**config.mk**
```make
export PLATFORM = sky130hd
export DESIGN_NAME = stream_rr_arbiter
export DESIGN_NICKNAME = d
export VERILOG_FILES = /design/src/rtl/stream_arb_pkg.sv /design/src/rtl/stream_rr_arbiter_pick.sv /design/src/rtl/stream_rr_arbiter.sv
export SDC_FILE = /design/constraint.sdc
export NUM_CORES = 1
export LEC_CHECK = 0
export ABC_AREA = 1
export BUFFER_PORTS_ARGS = -buffer_cell sky130_fd_sc_hd__buf_2
export CAP_MARGIN = 40
export CORE_MARGIN = 2
export CORE_UTILIZATION = 44
export CTS_CLUSTER_DIAMETER = 30
export DETAILED_ROUTE_END_ITERATION = 8
export PLACE_DENSITY = 0.81
export SYNTH_ARGS = -nofsm -noshare
export SYNTH_HDL_FRONTEND = slang
export SYNTH_SLANG_ARGS = --single-unit
```
**constraint.sdc**
```tcl
create_clock -name clk -period 3.88 [get_ports clk]
set_input_delay 0.776 -clock clk [delete_from_list [all_inputs] [get_ports clk]]
set_output_delay 0.776 -clock clk [all_outputs]
set_load 0.03 [all_outputs]
```
**src/rtl/stream_arb_pkg.sv**
```systemverilog
// rtl/stream_arb_pkg.sv - shared state type and round-robin helpers for stream arbiters
package stream_arb_pkg;

  typedef enum logic {
    ST_IDLE = 1'b0,
    ST_LOCK = 1'b1
  } arb_state_e;

  localparam int MAX_REQ = 32;

  function automatic int id_w(input int n);
    return (n <= 2) ? 1 : $clog2(n);
  endfunction

  // First requester after ptr in circular order; returns ptr when nobody requests.
  function automatic int rr_next(input int n, input int ptr, input logic [MAX_REQ-1:0] req);
    int c;
    int res;
    logic hit;
    logic [MAX_REQ-1:0] sh;
    c   = ptr;
    res = ptr;
    hit = 1'b0;
    sh  = '0;
    for (int k = 0; k < MAX_REQ; k++) begin
      if (k < n && !hit) begin
        c  = (c >= n - 1) ? 0 : c + 1;
        sh = req >> c;
        if (sh[0]) begin
          res = c;
          hit = 1'b1;
        end
      end
    end
    return res;
  endfunction

endpackage

```
**src/rtl/stream_rr_arbiter_pick.sv**
```systemverilog
// rtl/stream_rr_arbiter_pick.sv - rr_priority_pick: combinational rotate and priority encode
module rr_priority_pick
  import stream_arb_pkg::*;
#(
  parameter int N = 4,
  localparam int IW = id_w(N)
) (
  input  logic [N-1:0]  req,
  input  logic [IW-1:0] ptr,
  output logic          found,
  output logic [IW-1:0] idx
);

  logic [MAX_REQ-1:0] req_ext;

  always_comb begin
    req_ext = MAX_REQ'(req);
    found   = |req;
    idx     = IW'(rr_next(N, int'(ptr), req_ext));
  end

endmodule

```
**src/rtl/stream_rr_arbiter.sv**
```systemverilog
// rtl/stream_rr_arbiter.sv - round-robin merge of NUM_REQ streams into one sink
// Define STREAM_RR_ARBITER_PKT_LOCK_EN to hold the grant for a whole packet.
module stream_rr_arbiter
  import stream_arb_pkg::*;
#(
  parameter int NUM_REQ = 4,
  parameter int DATA_W  = 8,
  localparam int ID_W   = id_w(NUM_REQ)
) (
  input  logic                      clk,
  input  logic                      rstn,
  input  logic [NUM_REQ-1:0]        inValid,
  input  logic [NUM_REQ-1:0]        inLast,
  input  logic [NUM_REQ*DATA_W-1:0] dIn,
  output logic [NUM_REQ-1:0]        inReady,
  output logic                      outValid,
  input  logic                      outReady,
  output logic [DATA_W-1:0]         dOut,
  output logic                      outLast,
  output logic [ID_W-1:0]           outId
);

  if (NUM_REQ < 2) begin : g_bad_num_req
    $error("stream_rr_arbiter: NUM_REQ must be at least 2");
  end
  if (DATA_W < 1) begin : g_bad_data_w
    $error("stream_rr_arbiter: DATA_W must be at least 1");
  end

  logic            rst_q;
  arb_state_e      state;
  logic [ID_W-1:0] ptr;
  logic [ID_W-1:0] gnt;
  logic [ID_W-1:0] g;
  logic            pick_found;
  logic [ID_W-1:0] pick_idx;
  logic            accept;

  rr_priority_pick #(
    .N(NUM_REQ)
  ) u_pick (
    .req  (inValid),
    .ptr  (ptr),
    .found(pick_found),
    .idx  (pick_idx)
  );

  // Forwarding is purely combinational; only the grant bookkeeping is registered.
  always_comb begin
    g        = (state == ST_LOCK) ? gnt : pick_idx;
    outValid = rst_q && (state == ST_LOCK || pick_found) && inValid[g];
    dOut     = dIn[int'(g)*DATA_W +: DATA_W];
    outLast  = inLast[g];
    outId    = g;
    inReady  = '0;
    inReady[g] = outValid && outReady;
    accept   = outValid && outReady;
  end

  always_ff @(posedge clk) begin
    rst_q <= rstn;
    if (!rst_q) begin
      state <= ST_IDLE;
      ptr   <= ID_W'(NUM_REQ - 1);
      gnt   <= '0;
    end else if (accept) begin
`ifdef STREAM_RR_ARBITER_PKT_LOCK_EN
      if (outLast) begin
        state <= ST_IDLE;
        ptr   <= g;
      end else begin
        state <= ST_LOCK;
        gnt   <= g;
      end
`else
      ptr <= g;
`endif
    end
  end

endmodule

```
After elaboration in Yosys (flattened, before gate mapping)
Cells that the tools add are included.

Logic and storage cells: 47. Output and inout port bits: 16. Bits in registers: 3. Bits of input ports: 43.

Shift-type cells: 5. Reduce and logical (&&, ||, !) cells: 5. Bitwise logic cells: 1. Multiplexer cells: 24. $lt $le $gt $ge: 6. Add/subtract/negate cells: 4.

Operators by type and width (count): 32-bit two-way mux (5); 4-bit by 32-bit >> shifter with 1-bit output (4); 32-bit by 2-bit adder with 32-bit output, second input constant (3); 32-bit by 3-bit >= comparator with 1-bit output, second input constant (3); 32-bit by 6-bit variable part select with 8-bit output (1); 2-bit two-way mux (7); 1-bit two-way mux (8); 4-bit AND (1); 1-bit binary-select mux with 2-bit select (2); 1-bit logical AND (4); 4-bit OR reduction (1); 2-bit by 1-bit adder with 3-bit output, second input constant (1); 2-bit by 3-bit less-than comparator with 1-bit output, second input constant (1); 3-bit two-way mux (1); 1-bit demux with 2-bit select (1); 2-bit by 1-bit >= comparator with 1-bit output, second input constant (1); 2-bit >= comparator, second input constant (1).

Longest topological paths before layout
Gate-level depths: netlist of run 1.

Depth after elaboration: 18. Depth in mapped cells: 23. Mapped depth without buffers: 21.

Cells and area by module
From an unflattened synthesis of run 1, not the netlist that was laid out.

Cells, all modules: 178. Area total of the unflattened synthesis: 1009.7 um^2.

Modules (own cells, without submodules): rr_priority_pick (seq. area each 0.0 um^2, times used 1, area an instance 529.3 um^2, cells each 105); stream_rr_arbiter (seq. area each 60.1 um^2, times used 1, area an instance 480.5 um^2, cells each 73).

Least setup slack after synthesis of run 1
OpenSTA, ideal clock, no wires.

Path type: input to output. Start: input port inValid[3]. End: output port inReady[1]. Buffers on the path: 1. Stages on the path: 18. Setup slack: 0.431 ns. Arrival time: 2.673 ns. Data required time: 3.104 ns. Cell sequence: inv_1 nand2_1 nand2_1 nand2_1 a21oi_4 nand2_2 nand2_2 nand2_1 nand2_1 nand3_1 nor2_1 nor2_2 nand2_4 nand2_2 buf_6 inv_4 nand2_1 nor2_1.

Cells in the longest elaborated chain, start to end: 16. Elaborated cells between the ends (all ways): 36. Those cells by class: 2 x add/sub; 4 x order compare; 4 x shift; 20 x mux; 1 x bitwise; 5 x reduce/logical.

Ends and longest elaborated chain: start, declared (line stream_rr_arbiter.sv:12) `input logic [NUM_REQ-1:0] inValid,`; 4-bit by 32-bit >> shifter with 1-bit output (line stream_arb_pkg.sv:28) `sh = req >> c;`; 1-bit two-way mux (line stream_arb_pkg.sv:29) `if (sh[0]) begin`; 32-bit two-way mux (line stream_arb_pkg.sv:26) `if (k < n && !hit) begin`; 32-bit by 2-bit adder with 32-bit output / 32-bit by 3-bit >= comparator with 1-bit output (equally long branches) (line stream_arb_pkg.sv:27) `c = (c >= n - 1) ? 0 : c + 1;`; 32-bit two-way mux (line stream_arb_pkg.sv:27); 32-bit two-way mux (line stream_arb_pkg.sv:26); 32-bit by 2-bit adder with 32-bit output / 32-bit by 3-bit >= comparator with 1-bit output (equally long branches) (line stream_arb_pkg.sv:27); 32-bit two-way mux (line stream_arb_pkg.sv:27); 4-bit by 32-bit >> shifter with 1-bit output (line stream_arb_pkg.sv:28); 2-bit two-way mux (line stream_arb_pkg.sv:29); 2-bit two-way mux (*) (line stream_arb_pkg.sv:26); via outId[0] (line stream_rr_arbiter.sv:20) `output logic [ID_W-1:0] outId`; 2-bit by 3-bit less-than comparator with 1-bit output (implied by the code), or another cell as far along (line stream_rr_arbiter.sv:56) `inReady[g] = outValid && outReady;`; 1-bit logical AND / 1-bit two-way mux (equally long branches) (line stream_rr_arbiter.sv:56, stream_rr_arbiter.sv:51); 1-bit two-way mux (implied by the code) / 1-bit logical AND (equally long branches) (line stream_rr_arbiter.sv:56, stream_rr_arbiter.sv:51); 1-bit demux with 2-bit select / 1-bit logical AND (equally long branches) (line stream_rr_arbiter.sv:56); 4-bit AND (no source line) (*); end, declared (line stream_rr_arbiter.sv:15) `output logic [NUM_REQ-1:0] inReady,`.

The timed path passes the listed nets; every way through them passes the cells marked *. The select of a mux whose other input is x is not followed.

Final worst setup path of run 1
Start: register ptr[0]. End: output port inReady[3].

Cells in the longest elaborated chain, start to end: 18. Elaborated cells between the ends (all ways): 40. Those cells by class: 4 x add/sub; 6 x order compare; 4 x shift; 22 x mux; 1 x bitwise; 3 x reduce/logical.

Ends and longest elaborated chain: start, declared (line stream_rr_arbiter.sv:32) `logic [ID_W-1:0] ptr;`; start signal, assigned (line stream_rr_arbiter.sv:64) `ptr <= ID_W'(NUM_REQ - 1);`; start signal, assigned (line stream_rr_arbiter.sv:76) `ptr <= g;`; 2-bit by 1-bit adder with 3-bit output / 2-bit >= comparator (equally long branches) (line stream_arb_pkg.sv:27); 3-bit two-way mux (line stream_arb_pkg.sv:27); 32-bit by 2-bit adder with 32-bit output, or another cell as far along (line stream_arb_pkg.sv:27); 32-bit two-way mux / 1-bit two-way mux (equally long branches) (line stream_arb_pkg.sv:27, stream_arb_pkg.sv:29); 32-bit two-way mux / 4-bit by 32-bit >> shifter with 1-bit output (equally long branches) (line stream_arb_pkg.sv:26, stream_arb_pkg.sv:28); 32-bit by 2-bit adder with 32-bit output, or another cell as far along (line stream_arb_pkg.sv:27); 32-bit two-way mux / 1-bit two-way mux (equally long branches) (line stream_arb_pkg.sv:27, stream_arb_pkg.sv:26); 32-bit two-way mux (line stream_arb_pkg.sv:26); [2 not listed]; 4-bit by 32-bit >> shifter with 1-bit output (line stream_arb_pkg.sv:28); 2-bit two-way mux (line stream_arb_pkg.sv:29); 2-bit two-way mux (*) (line stream_arb_pkg.sv:26); 2-bit by 3-bit less-than comparator with 1-bit output (implied by the code), or another cell as far along (line stream_rr_arbiter.sv:56); 1-bit logical AND / 1-bit two-way mux (equally long branches) (line stream_rr_arbiter.sv:56, stream_rr_arbiter.sv:51); 1-bit two-way mux (implied by the code) / 1-bit logical AND (equally long branches) (line stream_rr_arbiter.sv:56, stream_rr_arbiter.sv:51); 1-bit demux with 2-bit select / 1-bit logical AND (equally long branches) (line stream_rr_arbiter.sv:56); 4-bit AND (no source line) (*).

Mark *: on every way between the ends. The rest lies on a longest branch, timed or not. The select of a mux whose other input is x is not followed.

==> results.cfg, run 1 <==
[power_and_ir_drop]
power_frac_comb_pct = 87.8
switching_share_pct = 64.1
vdd_drop_max_uv = 473
p_int_w = 0.000272
p_leak_nw = 0.866
p_per_area_mw_per_mm2 = 564
seqPwrFrac_pct = 4.8
p_switching_w = 0.000487
clkPwrFrac_pct = 7.4

[yosys]
synth_fa_ha_area_share_pct = 1.25
synth_xor_area_share_pct = 0
seq_area_frac_synth_pct = 6.01
yosysMostFrequentCell = nand2_1
synth_ff_type = dfxtp_1
synth_area_um2 = 1000
synth_area_leader_cell = nand2_1
ys_async_sr_fraction_pct = 0
ys_top_cells_by_count = 108 x nand2_1, 38 x nand3_1, 12 x inv_1
synth_cells = 203
yosysTopAreaCellShare_pct = 40.6
synth_edf_count = 0
synth_top_family_by_area = simple AND/OR/NAND/NOR gates
avgSynthCellArea_um2 = 4.92
synth_cell_types = 24
yosysWarningCount = 0
synth.area.top_cells = nand2_1 41%, nand3_1 19%, dfxtp_1 6.0%, nand2_2 5.6%, inv_1 4.5%
synthMuxAreaShare_pct = 0
syn-num-nets = 247
ys_ff_latch = 3
synth-simple-area-share_pct = 76.5
synth-compound-area-share_pct = 5.01

[grt]
grt_pass1_wl_mm = 4.53
grt_usage_pct = 21.5
grt_pass1_vias = 1148
antenna_found_initial = 0
overflow = 0
grt_max_degree = 21

[outcome]
status = completed

[clock_network]
numCtsBuffers = 3
cts.htree.levels = 1
clk_pin_slew_ns = 0.04
cts_tree = yes
hold_buffers = 0
root_buffer = clkbuf_4
worstSkewPairLatency_ns = 0.24
cts_max_path_buffers = 2
cts.sinks = 3

[worst_setup_path]
cp.arrival_ns = 2.91
crit_chain = ha_2 -> inv_1 -> nand2_4 -> nand2_1 -> nand3_1 -> nand3_1 -> nand2_2 -> nand2_2 -> nand3_1 -> nand3_1 -> nor2_2 -> nand3b_1 -> nand2_2 -> inv_6 -> nand2_1 -> nor2_1 -> buf_2
crit_slowest_cell = dfxtp_2
worst_ep_required_time_ns = 3.10
cp_max_fo = 13
critPathLaunchType = flop
crit_buf_inv = 3
critPathKind = reg -> out
cp_slowest_stage_delay_ns = 0.37
worstSetupEndpointType = output pin
crit_path_frequent_cell = nand3_1
critPathTopFamily = simple AND/OR/NAND/NOR gates

[timing]
fin_crit_sh_pct = 94.9
finalClockSkew_ns = 0.00174
rsz0062_at_grt = false
slew_headroom_pct = 82.5
setup_viol = 0
fin_crit_ns = 3.68
finalMaxSlewViolations = 0
fin_tns_setup_ns = 0
tightestPinTransition_ns = 0.259
final-hold-violation-count = 0
max_freq_ghz = 0.271

[final_layout]
area_growth_pct = 34.7
nets = 306
utilization_pct = 62.1
drive_above_1_share_pct = 34.5
antennaDiodeCount = 0
multi_input_area_um2 = 847
seq_area_um2 = 61.3
filler_cell_count = 239
final_area_mm2 = 0.00135

[floorplan]
initial_core_util_pct = 46.1
fp.dieH_um = 51.7
num_rows = 17
fp.dieW_um = 51.7
io_pins = 59
dieArea_mm2 = 0.00267
core_area_mm2 = 0.00217

[route]
drtPass1Iterations = 4
wl_mm = 3.00
vias_per_cell = 5.01
vias = 1448
post_drt_wl_per_cell_um = 10.4
drt-initial-drc-count = 37
remaining_drc_errors = 0
ant_nets = 0

[placed_design]
dpl_cell_area_mm2 = 0.00129
io_buffers = 58
gp_congestion = 0.919
place_hpwl_mm = 2.31

[run]
max-cap-violations = 0

[min_path]
hp-class = reg -> reg
## path summary, 6_finish.rpt
check | from | endpoint | slack [ns] | cells after the start
setup reg to reg | ptr[0] | ptr[1] | 1.37 | 16
setup / recovery | ptr[0] | inReady[3] | 0.20 | 17
hold reg to reg | rst_q | ptr[1] | 0.42 | 1
hold / removal | rst_q | ptr[1] | 0.42 | 1
## layer usage
layer | global-route usage (%) | part of all wire, % | vias to the layer above
met5 | 0 | 0 | -
met4 | 8.33 | 1.0 | 0
met3 | 1.44 | 6.3 | 4
met2 | 36.5 | 49 | 54
li1 | - | - | 766
met1 | 28.1 | 43 | 624
## power by group through the flow
| stage | Clock, W | Combinational [W] | Sequential, W |
|---|---|---|---|
| floorplan | 0 | 0.000517 | 0.0000360 |
| global placement | 0 | 0.000640 | 0.0000364 |
| detailed placement | 0 | 0.000643 | 0.0000365 |
| CTS | 0.0000580 | 0.000645 | 0.0000360 |
| global route | 0.0000614 | 0.000733 | 0.0000370 |
| finish | 0.0000561 | 0.000666 | 0.0000366 |
## kinds of logic (layout without fill, tap and decap cells)
| logic type | count (synthesis) | count (layout) |
|---|---|---|
| DFF | 3 | 3 |
| adders and majority gates | 1 | 1 |
| buffers and inverters | 22 | 80 |
| AOI/OAI and AO/OA | 6 | 6 |
| and+or+nand+nor | 171 | 171 |
## worst register-to-register path, delay by kind of cell (launching register included)
kind / cells / cell delay (ns)
buffers and inverters: 3 / 0.25
flip-flops: 1 / 0.37
AND/OR/NAND/NOR: 12 / 1.55
adder cells (fa/ha/maj): 1 / 0.22
## final cells by class
type / instances / share of cell area, %
Clock buffer: 4 / 1.95
Inverter: 16 / 5.02
Multi-Input combinational cell: 178 / 62.9
Sequential cell: 3 / 4.55
Tap cell: 28 / 2.60
Timing Repair Buffer: 60 / 23.0
## registers in the layout, summed over array words and instances (netlist names)
name / cells
ptr: 2
rst_q: 1
## stage by stage
| stage | worst slack [ns] | total power, W | hold slack [ns] | cells |
|---|---|---|---|---|
| floorplan | 0.431 | 0.000553 | 0.394 | 203 |
| global placement | 0.152 | 0.000677 | 0.418 | 285 |
| detailed placement | 0.161 | 0.000680 | 0.415 | 285 |
| CTS | 0.0236 | 0.000739 | 0.424 | 289 |
| global route | 0.00739 | 0.000831 | 0.439 | 289 |
| finish | 0.197 | 0.000759 | 0.417 | 289 |
## cell usage in the layout (no fill, tap or decap), types with 2 or more instances in the layout
cell type  count
nand2_1      107
inv_1         11
inv_2          3
nand3_2        4
clkbuf_4       3
buf_2         58
nor2_1         5
nand2_2        8
nand3_1       38
dfxtp_1        2
nand2_4        3
nor2_2         2
## repair_timing
item	in CTS	in global routing
buffers inserted	0	0
resized for setup	0	10
setup endpoints to repair	0	13
Note: power is estimated with default switching activity, not from simulation.
==> inputs of run 2 (changes only) <==
CELL_PAD_IN_SITES_DETAIL_PLACEMENT = 1   (was not set)
CELL_PAD_IN_SITES_GLOBAL_PLACEMENT = 2   (was not set)
CORE_UTILIZATION = 19   (was 44)
HOLD_SLACK_MARGIN = 0.15   (was not set)
MAX_ROUTING_LAYER = met4   (was not set)
PLACE_DENSITY = not set   (was 0.81)
PLACE_DENSITY_LB_ADDON = 0.1   (was not set)
==> results.cfg, run 2 (synthesis gave the netlist of run 1 again) <==
[grt]
grt.met2_usage_pct = 24.2
grt_max_degree = 14
globalRouteMet3Util_pct = 2.25
grt_busiest_layer = met2
overflow = 0
grt_pass1_vias = 1518
antenna_found_initial = 0
grt_usage_pct = 14.0
use_met1_pct = 17.5
grt_pass1_wl_mm = 6.71

[clock_network]
worstSkewPairLatency_ns = 0.21
cts.sinks = 3
clk_pin_slew_ns = 0.03
numCtsBuffers = 3
cts_max_path_buffers = 2
cts.htree.levels = 1
cts_tree = yes
root_buffer = clkbuf_8
hold_buffers = 0

[floorplan]
num_rows = 26
fp.dieW_um = 76.5
dieArea_mm2 = 0.00586
initial_core_util_pct = 19.6
core_area_mm2 = 0.00511
fp.dieH_um = 76.5
io_pins = 59

[route]
ant_nets = 0
drt-initial-drc-count = 26
vias = 1496
drtPass1Iterations = 3
remaining_drc_errors = 0
vias_per_cell = 4.39
wl_mm = 4.07
post_drt_wl_per_cell_um = 11.9

[worst_setup_path]
cp.arrival_ns = 2.88
crit_chain = buf_2 -> inv_2 -> nand2_1 -> nand2_1 -> nand2_1 -> a21oi_4 -> nand2_2 -> nand2_4 -> nand2_1 -> nand2_1 -> nand3_2 -> nor2_2 -> nor2_2 -> nand2_4 -> nand2_2 -> buf_12 -> inv_4 -> nand2_1 -> nor2_1 -> buf_4
critPathKind = in -> out
worstSetupEndpointType = output pin
cp_slowest_stage_delay_ns = 0.22
critPathLaunchType = input port
cp_max_fo = 13
crit_slowest_cell = a21oi_4
worst_ep_required_time_ns = 3.10
crit_path_frequent_cell = nand2_1

[final_layout]
largest_reg_flops = 2
nets = 316
drive_above_1_share_pct = 38.4
fin_cells = 341
layout_common_cells = 107 x nand2_1, 56 x buf_2, 37 x nand3_1
area_growth_pct = 52.4
top_register = ptr
filler_cell_count = 706
seq_area_um2 = 61.3
antennaDiodeCount = 0
reg_top3 = ptr: 2 flops, rst_q: 1 flops
multi_input_area_um2 = 868
final_common_cell = nand2_1

[timing]
final-hold-violation-count = 0
fin_hold_ws_ns = 0.436
slew_headroom_pct = 83.1
max_freq_ghz = 0.274
fin_crit_sh_pct = 94.1
finalClockSkew_ns = 0.00197
finalMaxSlewViolations = 0
tightestPinTransition_ns = 0.249
fin_crit_ns = 3.65
setup_viol = 0

[placed_design]
io_buffers = 58
gp_congestion = 0.798
place_inst = 333
place_hpwl_mm = 3.40

[power_and_ir_drop]
p_per_area_mw_per_mm2 = 569
p_leak_nw = 0.928
vdd_drop_max_uv = 255

[run]
max-cap-violations = 0

[min_path]
hp-class = reg -> reg

[outcome]
status = completed
run 2: area by class of cell:
type	instances	share of cell area (%)
Clock buffer	4	2.96
Multi-Input combinational cell	178	57.0
Tap cell	70	5.75
Inverter	16	4.19
Timing Repair Buffer	70	26.1
Sequential cell	3	4.02
run 2: path summary, 6_finish.rpt:
check             start          to  slack, ns  cells past startpoint
min reg2reg       rst_q      ptr[1]       0.44                      1
max reg2reg      ptr[0]      ptr[0]       1.38                     18
min               rst_q      ptr[1]       0.44                      1
max          inValid[3]  inReady[1]       0.23                     20
run 2: power breakdown:
group | leakage, nW | switching (W) | internal (W)
sequential | 0.0247 | 0.00000410 | 0.0000339
combinational | 0.880 | 0.000494 | 0.000247
clock | 0.0228 | 0.0000189 | 0.0000699
total | 0.928 | 0.000517 | 0.000351
run 2: metrics by stage:
step                      instance area [µm²]  TNS, ns  total power, W  setup slack (ns)  utilization (%)
after floorplan                          1000        0        0.000553             0.431                -
after global placement                   1400        0        0.000766             0.118             27.4
after detailed placement                 1400        0        0.000763             0.115             27.4
after CTS                                1450        0        0.000856            0.0200             28.3
after global routing                     1520  -0.0718        0.000963           -0.0286             29.8
final                                    1520        0        0.000868             0.228             29.8
run 2: repair_timing:
| action | 4_1_cts | 5_1_grt |
|---|---|---|
| buffers inserted | 0 | 4 |
| resized for setup | 0 | 16 |
| endpoints found under the hold margin | 0 | 0 |
| setup endpoints to repair | 0 | 14 |
run 2: layer usage:
| metal | vias to the layer above | wire length, µm |
|---|---|---|
| met4 | 0 | 12 |
| li1 | 784 | - |
| met5 | - | 0 |
| met2 | 35 | 1960 |
| met3 | 2 | 153 |
| met1 | 675 | 1940 |
run 2: worst max-delay path: cells and delay by family:
| kind | cells | cell delay [ns] |
|---|---|---|
| buffers and inverters | 5 | 0.59 |
| AOI/OAI and AO/OA | 1 | 0.22 |
| and+or+nand+nor | 14 | 1.28 |
==> inputs of run 3 (changes only) <==
CORE_UTILIZATION = 20   (was 19)
GPL_TIMING_DRIVEN = 1   (was not set)
SYNTH_HIERARCHICAL = 1   (was not set)
==> results.cfg, run 3 <==
[worst_setup_path]
crit_chain = buf_6 -> inv_4 -> buf_6 -> nand2_4 -> nand2_2 -> nor2_2 -> o21ai_4 -> nand2_4 -> nand2_4 -> nand2_4 -> nand3_4 -> inv_2 -> nand2_1 -> nand2_1 -> nand2_1 -> nand2_1 -> inv_2 -> nand2_1 -> nand2_2 -> nand2_2 -> nand2_4 -> nand3_4 -> nor3_2 -> buf_4
worstSetupEndpointType = output pin
worst_ep_required_time_ns = 3.10
cp_max_fo = 6
critPathTopFamily = simple AND/OR/NAND/NOR gates
critPathLaunchType = input port
cp.arrival_ns = 2.93
crit_buf_inv = 6
cp_slowest_stage_delay_ns = 0.24
crit_slowest_cell = o21ai_4
critPathKind = in -> out

[timing]
slew_headroom_pct = 83.8
final-hold-violation-count = 0
setup_viol = 0
finalMaxSlewViolations = 0
rsz0062_at_grt = true
fin_crit_sh_pct = 95.6
finalClockSkew_ns = 0.00233
fin_crit_ns = 3.71
max_freq_ghz = 0.270
tightestPinTransition_ns = 0.240
setup_ws_ns = 0.170

[grt]
grt_pass1_wl_mm = 6.01
grt_pass1_vias = 1375
grt_usage_pct = 13.8
antenna_found_initial = 0
overflow = 0
grt_max_degree = 11

[final_layout]
final_common_cell = buf_2
reg_top3 = ptr: 2 flops, rst_q: 1 flops
top_register = ptr
nets = 307
antennaDiodeCount = 0
drive_above_1_share_pct = 65.3
layout_common_cells = 49 x buf_2, 34 x nand3_1, 29 x buf_4
filler_cell_count = 654
area_growth_pct = 90.1
largest_reg_flops = 2

[yosys]
synth_cells = 178
synth_cell_types = 27
ys_top_cells_by_count = 48 x nand2_1, 42 x nand3_1, 16 x inv_1
synth_ff_type = dfxtp_1
syn-num-nets = 222
synth_area_mm2 = 0.00101
seq_area_frac_synth_pct = 5.95
synth.area.top_cells = nand3_1 21%, nand2_1 18%, nand2_2 8.7%, dfxtp_1 5.9%, nand3_2 5.9%
yosysMostFrequentCell = nand2_1
avgSynthCellArea_um2 = 5.67
synth_edf_count = 0
synth_area_leader_cell = nand3_1
ys_ff_latch = 3
ys_async_sr_fraction_pct = 0
yosysWarningCount = 6
yosysTopAreaCellShare_pct = 20.8

[route]
remaining_drc_errors = 0
vias = 1507
wl_mm = 4.14
vias_per_cell = 4.58
post_drt_wl_per_cell_um = 12.6
ant_nets = 0
drt-initial-drc-count = 40
drtPass1Iterations = 4

[clock_network]
cts_tree = yes
cts_max_path_buffers = 2
clk_pin_slew_ns = 0.03
root_buffer = clkbuf_8
cts.htree.levels = 1
cts.sinks = 3
numCtsBuffers = 3
worstSkewPairLatency_ns = 0.21

[floorplan]
io_pins = 59
fp.dieH_um = 75.1
fp.dieW_um = 75.1
core_area_mm2 = 0.00479
dieArea_mm2 = 0.00563
initial_core_util_pct = 21.1
num_rows = 25

[placed_design]
gp_congestion = 0.760
place_hpwl_mm = 3.23
io_buffers = 58
dp_slack_ns = -0.0257

[power_and_ir_drop]
p_per_area_mw_per_mm2 = 769
totalPowerFinal_w = 0.00148
vdd_drop_max_uv = 208
p_leak_nw = 0.984

[run]
max-cap-violations = 0

[outcome]
status = completed

[min_path]
hp-class = reg -> reg
[run 3: cell types whose count changed after synthesis, moves of 4 or more]
cell,previous run,this run
nand2_1,108,48
nand3_1,38,42
nor2_1,5,11
nand2_2,9,14
a22oi_1,0,8
inv_1,12,16
[run 3: cells by family after synthesis]
| family | synth area share [%] |
|---|---|
| AOI/OAI and AO/OA | 11.5 |
| DFF | 5.95 |
| adders and majority gates | 1.24 |
| buffers and inverters | 12.8 |
| and+or+nand+nor | 68.5 |
[run 3: final cells by class]
| type | instances | area, µm² | area share (%) |
|---|---|---|---|
| multi-input cells | 149 | 1080 | 56.3 |
| well taps | 67 | 83.8 | 4.37 |
| repair buffers | 86 | 563 | 29.3 |
| clock buffers | 4 | 45.0 | 2.35 |
| flip-flops and latches | 3 | 65.1 | 3.39 |
| inverters | 20 | 82.6 | 4.30 |
[run 3: stage by stage]
step,cell area (µm²),hold WS (ns),util (%),setup TNS [ns],std cells
after floorplan,1010,0.394,-,0,178
after global placement,1450,0.428,30.3,0,311
after detailed placement,1450,0.435,30.3,-0.0519,311
after CTS,1510,0.436,31.6,0,316
after global routing,1920,0.464,40.1,-0.0620,329
final,1920,0.429,40.1,0,329
[run 3: per-layer routing]
layer | GRT usage [%] | vias up | share of wire (%)
met5 | - | - | 0
met4 | 4.17 | 0 | 0.29
met3 | 0.803 | 2 | 6.2
met1 | 17.6 | 691 | 44
met2 | 23.3 | 45 | 49
li1 | - | 769 | -
[run 3: path summary, 6_finish.rpt]
path,start,to,slack [ns],depth (start not counted)
setup / recovery,inValid[3],inReady[0],0.17,24
hold / removal,rst_q,ptr[0],0.43,1
setup reg to reg,ptr[1],ptr[0],1.16,26
hold reg to reg,rst_q,ptr[0],0.43,1
[run 3: power by group]
group	leakage [nW]	internal [W]	total, W	switching, W
logic	0.937	0.000514	0.00135	0.000832
registers	0.0244	0.0000359	0.0000409	0.00000505
clock network	0.0228	0.0000700	0.0000897	0.0000197
[run 3: repair_timing]
| item | in CTS | in global routing |
|---|---|---|
| setup endpoints to repair | 13 | 14 |
| pin swaps | 1 | 32 |
| hold buffers | 0 | 0 |
| gates resized for setup | 6 | 83 |
| buffers inserted | 1 | 13 |
